[src/rtl/rf_wb_arb_if.sv]
// Write-back request/grant bus for rf_wb_arb: three requesters in, one register-file write out.
// Forwarding signals exist only when RF_WB_ARB_BYPASS_EN is defined.
interface rf_wb_arb_if;
    logic        a_valid;
    logic [4:0]  a_rc;
    logic [31:0] a_data;
    logic        a_ready;
    logic        l_valid;
    logic [4:0]  l_rc;
    logic [31:0] l_data;
    logic        l_ready;
    logic        x_valid;
    logic [31:0] x_data;
    logic        x_ready;
    logic        werf;
    logic        wasel;
    logic [4:0]  rc;
    logic [31:0] wdata;
    logic [4:0]  pend_rc;
    logic        pend_v;
`ifdef RF_WB_ARB_BYPASS_EN
    logic [4:0]  qa;
    logic [4:0]  qb;
    logic        fwd_a_hit;
    logic        fwd_b_hit;
    logic [31:0] fwd_data;
`endif

    modport master (
        output a_valid, a_rc, a_data, l_valid, l_rc, l_data, x_valid, x_data,
`ifdef RF_WB_ARB_BYPASS_EN
        output qa, qb,
        input  fwd_a_hit, fwd_b_hit, fwd_data,
`endif
        input  a_ready, l_ready, x_ready, werf, wasel, rc, wdata, pend_rc, pend_v
    );

    modport slave (
        input  a_valid, a_rc, a_data, l_valid, l_rc, l_data, x_valid, x_data,
`ifdef RF_WB_ARB_BYPASS_EN
        input  qa, qb,
        output fwd_a_hit, fwd_b_hit, fwd_data,
`endif
        output a_ready, l_ready, x_ready, werf, wasel, rc, wdata, pend_rc, pend_v
    );
endinterface

[src/rtl/rf_wb_arb.sv]
// Register-file write-back arbiter: exception > round-robin(ALU, load), one registered write per cycle.
// Optional macro RF_WB_ARB_BYPASS_EN adds forwarding-hit outputs against the pending write.
module rf_wb_arb #(
    parameter int unsigned XP_REG = 30
) (
    input logic         clk,
    input logic         reset,
    rf_wb_arb_if.slave  bus
);
    localparam int unsigned RW = 5;
    localparam int unsigned DW = 32;
    localparam logic [RW-1:0] ZERO_RC = RW'(31);
    localparam logic [RW-1:0] XP_RC   = RW'(XP_REG);

    logic          rr_q, rr_d;
    logic          a_gnt, l_gnt, x_gnt;
    logic          werf_q, werf_d;
    logic          wasel_q, wasel_d;
    logic [RW-1:0] rc_q, rc_d;
    logic [DW-1:0] wdata_q, wdata_d;

    // Grant selection and round-robin pointer update; nothing granted during reset.
    always_comb begin
        a_gnt = 1'b0;
        l_gnt = 1'b0;
        x_gnt = 1'b0;
        rr_d  = rr_q;
        if (!reset) begin
            if (bus.x_valid) begin
                x_gnt = 1'b1;
            end else if (bus.a_valid && bus.l_valid) begin
                // Under contention the pointer moves to the loser.
                if (rr_q) begin
                    a_gnt = 1'b1;
                    rr_d  = 1'b0;
                end else begin
                    l_gnt = 1'b1;
                    rr_d  = 1'b1;
                end
            end else if (bus.a_valid) begin
                a_gnt = 1'b1;
            end else if (bus.l_valid) begin
                l_gnt = 1'b1;
            end
        end
    end

    // Next write-port contents; idle cycles keep address/data/select and drop the enable.
    always_comb begin
        werf_d  = 1'b0;
        wasel_d = wasel_q;
        rc_d    = rc_q;
        wdata_d = wdata_q;
        if (x_gnt) begin
            werf_d  = 1'b1;
            wasel_d = 1'b1;
            rc_d    = XP_RC;
            wdata_d = bus.x_data;
        end else if (a_gnt) begin
            werf_d  = (bus.a_rc != ZERO_RC);
            wasel_d = 1'b0;
            rc_d    = bus.a_rc;
            wdata_d = bus.a_data;
        end else if (l_gnt) begin
            werf_d  = (bus.l_rc != ZERO_RC);
            wasel_d = 1'b0;
            rc_d    = bus.l_rc;
            wdata_d = bus.l_data;
        end
    end

    always_ff @(posedge clk) begin
        if (reset) begin
            rr_q    <= 1'b0;
            werf_q  <= 1'b0;
            wasel_q <= 1'b0;
            rc_q    <= '0;
            wdata_q <= '0;
        end else begin
            rr_q    <= rr_d;
            werf_q  <= werf_d;
            wasel_q <= wasel_d;
            rc_q    <= rc_d;
            wdata_q <= wdata_d;
        end
    end

    assign bus.a_ready = a_gnt;
    assign bus.l_ready = l_gnt;
    assign bus.x_ready = x_gnt;
    assign bus.werf    = werf_q;
    assign bus.wasel   = wasel_q;
    assign bus.rc      = rc_q;
    assign bus.wdata   = wdata_q;
    assign bus.pend_v  = werf_q;
    assign bus.pend_rc = rc_q;

`ifdef RF_WB_ARB_BYPASS_EN
    // R31 never forwards: it reads as zero regardless of what is pending.
    assign bus.fwd_a_hit = werf_q && (bus.qa == rc_q) && (bus.qa != ZERO_RC);
    assign bus.fwd_b_hit = werf_q && (bus.qb == rc_q) && (bus.qb != ZERO_RC);
    assign bus.fwd_data  = wdata_q;
`endif
endmodule

[src/flat_wrapper.sv]
// flat-port wrapper written by rule: the top's interface ports become plain ports
module rf_wb_arb_flat 
#(
    parameter int unsigned XP_REG = 30
)
  (clk, reset, bus_a_valid, bus_a_rc, bus_a_data, bus_l_valid, bus_l_rc, bus_l_data, bus_x_valid, bus_x_data, bus_a_ready, bus_l_ready, bus_x_ready, bus_werf, bus_wasel, bus_rc, bus_wdata, bus_pend_rc, bus_pend_v);
  rf_wb_arb_if bus_i ();
  input logic clk;
  input logic reset;
  input wire logic [$bits(bus_i.a_valid)-1:0] bus_a_valid;
  input wire logic [$bits(bus_i.a_rc)-1:0] bus_a_rc;
  input wire logic [$bits(bus_i.a_data)-1:0] bus_a_data;
  input wire logic [$bits(bus_i.l_valid)-1:0] bus_l_valid;
  input wire logic [$bits(bus_i.l_rc)-1:0] bus_l_rc;
  input wire logic [$bits(bus_i.l_data)-1:0] bus_l_data;
  input wire logic [$bits(bus_i.x_valid)-1:0] bus_x_valid;
  input wire logic [$bits(bus_i.x_data)-1:0] bus_x_data;
  output wire logic [$bits(bus_i.a_ready)-1:0] bus_a_ready;
  output wire logic [$bits(bus_i.l_ready)-1:0] bus_l_ready;
  output wire logic [$bits(bus_i.x_ready)-1:0] bus_x_ready;
  output wire logic [$bits(bus_i.werf)-1:0] bus_werf;
  output wire logic [$bits(bus_i.wasel)-1:0] bus_wasel;
  output wire logic [$bits(bus_i.rc)-1:0] bus_rc;
  output wire logic [$bits(bus_i.wdata)-1:0] bus_wdata;
  output wire logic [$bits(bus_i.pend_rc)-1:0] bus_pend_rc;
  output wire logic [$bits(bus_i.pend_v)-1:0] bus_pend_v;
  assign bus_i.a_valid = bus_a_valid;
  assign bus_i.a_rc = bus_a_rc;
  assign bus_i.a_data = bus_a_data;
  assign bus_i.l_valid = bus_l_valid;
  assign bus_i.l_rc = bus_l_rc;
  assign bus_i.l_data = bus_l_data;
  assign bus_i.x_valid = bus_x_valid;
  assign bus_i.x_data = bus_x_data;
  assign bus_a_ready = bus_i.a_ready;
  assign bus_l_ready = bus_i.l_ready;
  assign bus_x_ready = bus_i.x_ready;
  assign bus_werf = bus_i.werf;
  assign bus_wasel = bus_i.wasel;
  assign bus_rc = bus_i.rc;
  assign bus_wdata = bus_i.wdata;
  assign bus_pend_rc = bus_i.pend_rc;
  assign bus_pend_v = bus_i.pend_v;
  rf_wb_arb #(.XP_REG(XP_REG)) u_core (.clk(clk), .reset(reset), .bus(bus_i));
endmodule
[config.mk]
export PLATFORM = sky130hd
export DESIGN_NAME = rf_wb_arb_flat
export DESIGN_NICKNAME = d
export VERILOG_FILES = /design/src/rtl/rf_wb_arb_if.sv /design/src/rtl/rf_wb_arb.sv /design/src/flat_wrapper.sv
export SDC_FILE = /design/constraint.sdc
export NUM_CORES = 1
export LEC_CHECK = 0
export BUFFER_PORTS_ARGS = -buffer_cell sky130_fd_sc_hd__buf_2
export CAP_MARGIN = 30
export CORE_UTILIZATION = 36
export DETAILED_ROUTE_END_ITERATION = 6
export PLACE_DENSITY = 0.75
export SLEW_MARGIN = 20
export SYNTH_ARGS = -nofsm -noshare
export SYNTH_HDL_FRONTEND = slang
export SYNTH_SLANG_ARGS = --single-unit
export TNS_END_PERCENT = 20
[constraint.sdc]
create_clock -name clk -period 1.4 [get_ports clk]
set_input_delay 0.14 -clock clk [delete_from_list [all_inputs] [get_ports clk]]
set_output_delay 0.14 -clock clk [all_outputs]
set_load 0.02 [all_outputs]
==> results of run 1 <==
-- worst min-delay path: stages --
cell and delay, ns:
buf_2 0.10, nand2_1 0.05, a211oi_1 0.05
-- per-stage QoR --
step                      TNS, ns  setup WS (ns)  std cells  utilization (%)  total power, W
final                           0         0.0273        534             54.5         0.00306
after detailed placement        0         0.0677        520             50.8         0.00223
after CTS                       0         0.0250        533             53.9         0.00307
after global placement          0          0.103        520             50.8         0.00221
after global routing      -0.0264        -0.0133        534             54.5         0.00323
after floorplan                 0          0.168        280                -         0.00186
-- timing repair --
item | CTS | global route
endpoints found under the setup margin | 1 | 11
gates resized for setup | 12 | 6
pin swaps | 4 | 0
setup buffers | 4 | 1
gates cloned | 1 | 0
hold endpoints to repair | 0 | 0
-- registers in the layout (all words and copies together), names as in the netlist --
| signal | flops |
|---|---|
| u_core.bus.pend_rc | 5 |
| u_core.bus.pend_v | 1 |
| u_core.bus.wasel | 1 |
| u_core.bus.wdata | 32 |
| u_core.rr_q | 1 |
-- placed cells by master, fill, tap and decap left out, types with 2 or more instances in the layout --
master      n
buf_4      18
buf_6       2
nor2b_1     2
a221oi_4    4
buf_2     156
nor4_1      5
a21oi_1     3
a221oi_2   27
inv_1       2
a211oi_1    3
o21ai_0    33
nand2_1    37
dfxtp_1    39
nor2_1     15
clkbuf_8    6
clkbuf_1    2
a211oi_2   29
or3_1      32
buf_12      6
-- area by class of cell --
type | count | area (um^2) | share of cell area [%]
Multi-Input combinational cell | 203 | 1640 | 43.4
Inverter | 3 | 16.3 | 0.432
Clock buffer | 8 | 90.1 | 2.39
Tap cell | 96 | 120 | 3.19
Sequential cell | 40 | 802 | 21.3
Timing Repair Buffer | 184 | 1100 | 29.2
-- worst min path at each step --
| stage | from | to | slack [ns] | cells after the start |
|---|---|---|---|---|
| 6_report | bus_l_data[7] | u_core.bus.wdata[7]$_SDFFE_PP0P_ | 0.1 | 3 |
| 5_1_grt | bus_l_data[0] | u_core.bus.wdata[0]$_SDFFE_PP0P_ | 0.09 | 3 |
| 4_1_cts | bus_l_data[7] | u_core.bus.wdata[7]$_SDFFE_PP0P_ | 0.09 | 3 |
| 3_5_place_dp | bus_l_data[7] | u_core.bus.wdata[7]$_SDFFE_PP0P_ | 0.40 | 3 |
| 3_3_place_gp | bus_l_data[8] | u_core.bus.wdata[8]$_SDFFE_PP0P_ | 0.39 | 3 |
| 2_1_floorplan | bus_l_data[6] | u_core.bus.wdata[6]$_SDFFE_PP0P_ | 0.28 | 2 |
-- Yosys cell counts, types with 2 or more instances --
library cell	n
nor4_1	5
buf_4	11
a211oi_1	3
dfxtp_1	40
buf_6	5
o21ai_0	33
buf_2	4
nand2_1	37
clkbuf_2	2
a221oi_2	29
a221oi_1	3
or3_1	32
inv_1	2
clkbuf_1	9
buf_8	3
nor2b_1	2
nor2_1	15
a211oi_2	29
a21oi_1	3
-- report_power, final --
| part | leakage (nW) | internal (W) | total, W | switching [W] |
|---|---|---|---|---|
| clock | 0.0455 | 0.000403 | 0.000800 | 0.000398 |
| sequential | 0.333 | 0.00123 | 0.00127 | 0.0000446 |
| combinational | 1.31 | 0.000441 | 0.000984 | 0.000543 |
| total | 1.69 | 0.00207 | 0.00306 | 0.000985 |
-- logic make-up after synthesis --
| logic type | share of synthesized area (%) |
|---|---|
| compound gates | 39.5 |
| xor+xnor | 0.335 |
| buf+inv | 9.99 |
| flops | 30.6 |
| simple gates | 19.6 |
-- metal layers --
layer | part of all wire (%) | track usage, %
met1 | 43 | 25.8
met2 | 50 | 39.1
met3 | 6.4 | 3.51
met4 | 0.46 | 5.07
met5 | 0 | 0
==> reports/metrics.cfg, run 1 <==
[worst_setup_path]
r2r_cells = 7
cp_slowest_cell = dfxtp_2
timing.rr.start = u_core.rr_q$_SDFFE_PP0P_
crit_required_ns = 1.56
cp-start-kind = flip-flop
worstReg2RegEnd = u_core.bus.pend_v$_SDFF_PP0_
ff2ff_setup_slack_ns = 0.03
max_stage_delay_ns = 0.32
crit_type = reg -> reg
crit_start = u_core.rr_q$_SDFFE_PP0P_
worstPathMaxFanout = 6
crit_arrival_ns = 1.54
crit_cells = 7
worst-path-buf-inv = 3
cp_top_family = simple AND/OR/NAND/NOR gates
path_cells = nand2b_4 -> nand3_4 -> inv_6 -> buf_8 -> buf_4 -> nor4b_2 -> nor4_1
crit_end = u_core.bus.pend_v$_SDFF_PP0_
critPathCaptureType = flip-flop

[floorplanning]
die_area_um2 = 7620
initial_utilization_pct = 37.9
die_y_um = 87.3
io_pins = 159
core-area_um2 = 6910
rows = 30
dieWidth_um = 87.3

[clock_tree]
clock-sinks = 40
cts_tree = done
htree_num_levels = 2
cts_hold_buf = 0
root_buffer = clkbuf_8
clockBufferDepth = 2
clk_pin_slew_ns = 0.07
numCtsBuffers = 5
insertion_delay_ns = 0.29

[sta]
final-hold-violation-count = 0
rsz0062_at_grt = true
whs_ns = 0.0970
finalCritPeriodShare_pct = 98.1
clock-skew-final_ns = 0.00508
fmax_mhz = 728
slew_violations = 0
setup_viol = 0
max-slew-margin-rel_pct = 78.4
worst_slew_pin_slew_ns = 0.324
fin_crit_ns = 1.37

[pwr]
p_leak_nw = 1.69
power-per-cell-area_nw_per_um2 = 812
peakVddDrop_uv = 544

[global_route]
grt_overflow = 0
grt.total_usage_pct = 21.4
grt_first_pass_wirelength_um = 12800
first_global_vias = 2742
antenna_found_initial = 0
grt_max_degree = 40

[cells_and_area]
antennaDiodeCount = 0
stdcell_area_um2 = 3760
layout-drive-gt1-share_pct = 58.9
fill_cells = 673
area_growth_pct = 43.8
layout.nets = 548

[detailed_routing]
num_vias = 2833
wl_per_cell_um = 15.4
vias_per_cell = 5.31
wirelength_um = 8240
drc_errors = 0
ant_nets = 0
drt_iter0_drc = 112
first_pass_iters = 4

[logic_synthesis]
async_flop_share_pct = 0
syn_nets = 391
synth_cell_types = 32
yosys-top-cells-area = dfxtp_1 31%, a221oi_2 17%, a211oi_2 14%, or3_1 7.6%, o21ai_0 6.3%
ys_seq_elements = 40
synth_seq_area_share_pct = 30.6
yosys_warnings = 0
synth_top_area_share_pct = 30.6
syn_inst = 280
syn_area_um2 = 2620
synth_largest_area_cell = dfxtp_1
synth-main-ff-cell = dfxtp_1
synth_edf_count = 0
synth.avg_cell_area_um2 = 9.35

[placed_design]
io_buffer_count = 158
place.gp.congestion = 0.791
dpl.hpwl_um = 5840
placed_cell_area_um2 = 3510

[min_path]
min_path_type = in -> reg

[status]
status = complete, no violations

[run]
maxCapViolations = 0

No activity file was read; power rests on OpenSTA's default activity.
==> inputs of run 2 (changes only) <==
- ABC_AREA: not set -> 1
- PLACE_DENSITY: 0.75 -> 0.73
==> run 2 against run 1 <==
Power grew 10%. Register-to-register slack gained 0.12 ns. Setup slack gained 0.016 ns. Synthesized cell count grew 62%. Critical path depth shrank 1. Sequential power is essentially flat. Clock skew grew 0.0038 ns. Sequential share of layout area shrank 0.76 points.
==> reports/metrics.cfg, run 2 <==
[status]
status = complete, no violations  ; unchanged

[clock_tree]
clockBufferDepth = 2  ; unchanged
clk_pin_slew_ns = 0.08  ; was 0.07 ns
clock-sinks = 40  ; unchanged
numCtsBuffers = 5  ; unchanged
htree_num_levels = 2  ; unchanged
cts_hold_buf = 0  ; unchanged
cts_tree = done  ; unchanged
insertion_delay_ns = 0.29  ; about the same
root_buffer = clkbuf_8  ; unchanged

[detailed_routing]
wirelength_um = 8190  ; was 8240 um
vias_per_cell = 4.79  ; was 5.31
num_vias = 3346  ; was 2,833
drc_errors = 0  ; unchanged
first_pass_iters = 4  ; unchanged
drt_iter0_drc = 156  ; was 112
wl_per_cell_um = 11.7  ; was 15.4 um
ant_nets = 0  ; unchanged

[pwr]
combPwrFrac_pct = 31.0  ; was 32.2%
switchingPower_w = 0.00109  ; was 0.000985 W
pwr-share-clk_pct = 30.3  ; was 26.2%
peakVddDrop_uv = 392  ; was 544 uV
swShare_pct = 32.3  ; was 32.2%
seq_power_share_pct = 38.7  ; was 41.6%
power-per-cell-area_nw_per_um2 = 861  ; was 812 nW/um^2
p_leak_nw = 2.30  ; was 1.69 nW
power_w = 0.00336  ; was 0.00306 W
p_int_w = 0.00227  ; was 0.00207 W

[sta]
setup_viol = 0  ; unchanged
max-slew-margin-rel_pct = 75.9  ; was 78.4%
slew_violations = 0  ; unchanged
fin_crit_ns = 1.36  ; was 1.37 ns
clock-skew-final_ns = 0.00892  ; was 0.00508 ns
worst_slew_pin_slew_ns = 0.361  ; was 0.324 ns
fmax_mhz = 737  ; was 728 MHz
finalCritPeriodShare_pct = 96.9  ; was 98.1%
rsz0062_at_grt = true  ; unchanged
final-hold-violation-count = 0  ; unchanged

[logic_synthesis]
synth.avg_cell_area_um2 = 6.53  ; was 9.35 um^2
syn_nets = 565  ; was 391
syn_area_um2 = 2960  ; was 2620 um^2
ys_seq_elements = 40  ; unchanged
async_flop_share_pct = 0  ; unchanged
synth_seq_area_share_pct = 27.0  ; was 30.6%
synth_largest_area_cell = dfxtp_1  ; unchanged
yosys_warnings = 0  ; unchanged
synth_edf_count = 0  ; unchanged
synth_commonest_cells = 106 x inv_1, 44 x nand2_1, 40 x dfxtp_1  ; was 40 x dfxtp_1, 37 x nand2_1, 33 x o21ai_0
syn_inst = 454  ; was 280
synth.most_common_cell = inv_1  ; was dfxtp_1
synth_cell_types = 26  ; was 32
yosys-top-cells-area = dfxtp_1 27%, inv_1 13%, a21oi_2 8.9%, nand4_1 7.8%, nor2_2 6.3%  ; was dfxtp_1 31%, a221oi_2 17%, a211oi_2 14%, or3_1 7.6%, o21ai_0 6.3%
synth_top_area_share_pct = 27.0  ; was 30.6%
synth-main-ff-cell = dfxtp_1  ; unchanged

[worst_setup_path]
cp_top_family = buffers and inverters  ; was simple AND/OR/NAND/NOR gates
worstPathMaxFanout = 4  ; was 6
cp-start-kind = flip-flop  ; unchanged
crit_arrival_ns = 1.22  ; was 1.54 ns
critPathCaptureType = output port  ; was flip-flop
worst-path-buf-inv = 4  ; was 3
path_cells = inv_1 -> nand2_2 -> nand3_2 -> buf_12 -> inv_2 -> buf_4  ; was nand2b_4 -> nand3_4 -> inv_6 -> buf_8 -> buf_4 -> nor4b_2 -> nor4_1
crit_required_ns = 1.26  ; was 1.56 ns
max_stage_delay_ns = 0.33  ; was 0.32 ns
cp_slowest_cell = dfxtp_2  ; unchanged
crit_type = reg -> out  ; was reg -> reg

[cells_and_area]
layout.nets = 707  ; was 548
layout_commonest_cell = buf_2  ; unchanged
final_cell_mix = 157 x buf_2, 106 x inv_1, 44 x nand2_1  ; was 156 x buf_2, 39 x dfxtp_1, 37 x nand2_1
antennaDiodeCount = 0  ; unchanged
largest_reg_flops = 32  ; unchanged
area_growth_pct = 31.7  ; was 43.8%
finalNonFillerCells = 699  ; was 534
layout-drive-gt1-share_pct = 41.9  ; was 58.9%

[placed_design]
dpl.hpwl_um = 6380  ; was 5840 um
dp_cells = 690  ; was 520
io_buffer_count = 158  ; unchanged
place.gp.congestion = 0.810  ; was 0.791

[floorplanning]
die_y_um = 92.7  ; was 87.3 um
rows = 32  ; was 30
die_area_um2 = 8600  ; was 7620 um^2
io_pins = 159  ; unchanged
initial_utilization_pct = 37.8  ; was 37.9%
dieWidth_um = 92.7  ; was 87.3 um
core-area_um2 = 7850  ; was 6910 um^2

[global_route]
grt_first_pass_wirelength_um = 13500  ; was 12,800 um
antenna_found_initial = 0  ; unchanged
grt_max_degree = 36  ; was 40
grt_overflow = 0  ; unchanged
grt.total_usage_pct = 19.4  ; was 21.4%
first_global_vias = 3058  ; was 2,742

[run]
maxCapViolations = 0  ; unchanged

[min_path]
min_path_type = in -> reg  ; unchanged

[run 2: repair_timing]
| item | in CTS | in global routing |
|---|---|---|
| cloned | 0 | 0 |
| setup buffers | 1 | 0 |
| hold endpoints to repair | 0 | 0 |
| setup endpoints to repair | 1 | 3 |
| resized for setup | 1 | 2 |
[run 2: kinds of logic after synthesis]
logic type             share of synthesized area, %
and+or+nand+nor                                32.2
buffers and inverters                          23.0
AOI/OAI and AO/OA                              17.8
DFF                                            27.0
[run 2: final timing paths]
path	start	end	slack, ns	depth (start not counted)
setup reg to reg	u_core.rr_q$_SDFFE_PP0P_	u_core.bus.pend_rc[1]$_SDFFE_PP0P_	0.15	9
hold / removal	reset	u_core.bus.pend_rc[2]$_SDFFE_PP0P_	0.10	2
setup / recovery	u_core.rr_q$_SDFFE_PP0P_	bus_a_ready	0.04	6
hold reg to reg	u_core.bus.wasel$_SDFFE_PP0P_	u_core.bus.wasel$_SDFFE_PP0P_	0.49	2
[run 2: per-layer routing]
metal / vias up / track usage (%) / routed length (um)
met1: 1475 / 24.2 / 3580
met3: 9 / 3.04 / 669
met4: 0 / 5.26 / 103
met2: 160 / 34.5 / 3830
met5: - / 0 / 0
li1: 1702 / - / -
[run 2: stage by stage]
stage	setup WS [ns]	cell area [um^2]	util, %	hold slack [ns]	TNS (ns)
6_report	0.0428	3900	49.7	0.103	0
5_1_grt	-0.00823	3900	49.7	0.103	-0.0115
4_1_cts	0.00898	3900	49.7	0.0886	0
3_5_place_dp	0.0711	3760	47.9	0.408	0
3_3_place_gp	0.0990	3760	47.9	0.401	0
2_1_floorplan	0.265	2960	-	0.209	0
[run 2: power groups by stage]
stage	Clock, W	Combinational [W]	Sequential (W)
after detailed placement	0	0.00105	0.00133
final	0.00102	0.00104	0.00130
after global routing	0.00109	0.00116	0.00131
after global placement	0	0.00103	0.00133
after CTS	0.00106	0.00105	0.00130
after floorplan	0	0.000580	0.00144
[run 2: worst reg2reg max path, stage by stage (launching register included)]
cell	delay [ns]
dfxtp_2	0.33
inv_1	0.09
nand2_2	0.08
nand3_2	0.09
buf_12	0.11
buf_6	0.16
nand2_1	0.07
nand2_1	0.06
nand2_1	0.05
a21oi_1	0.15
[run 2: layout make-up]
class,instances,area [um^2]
fill,807,3940
multi-input combinational,268,1480
timing repair buffer,172,952
sequential,40,802
inverter,109,414
tap,102,128
clock buffer,7,96.3
clock inverter,1,30.0
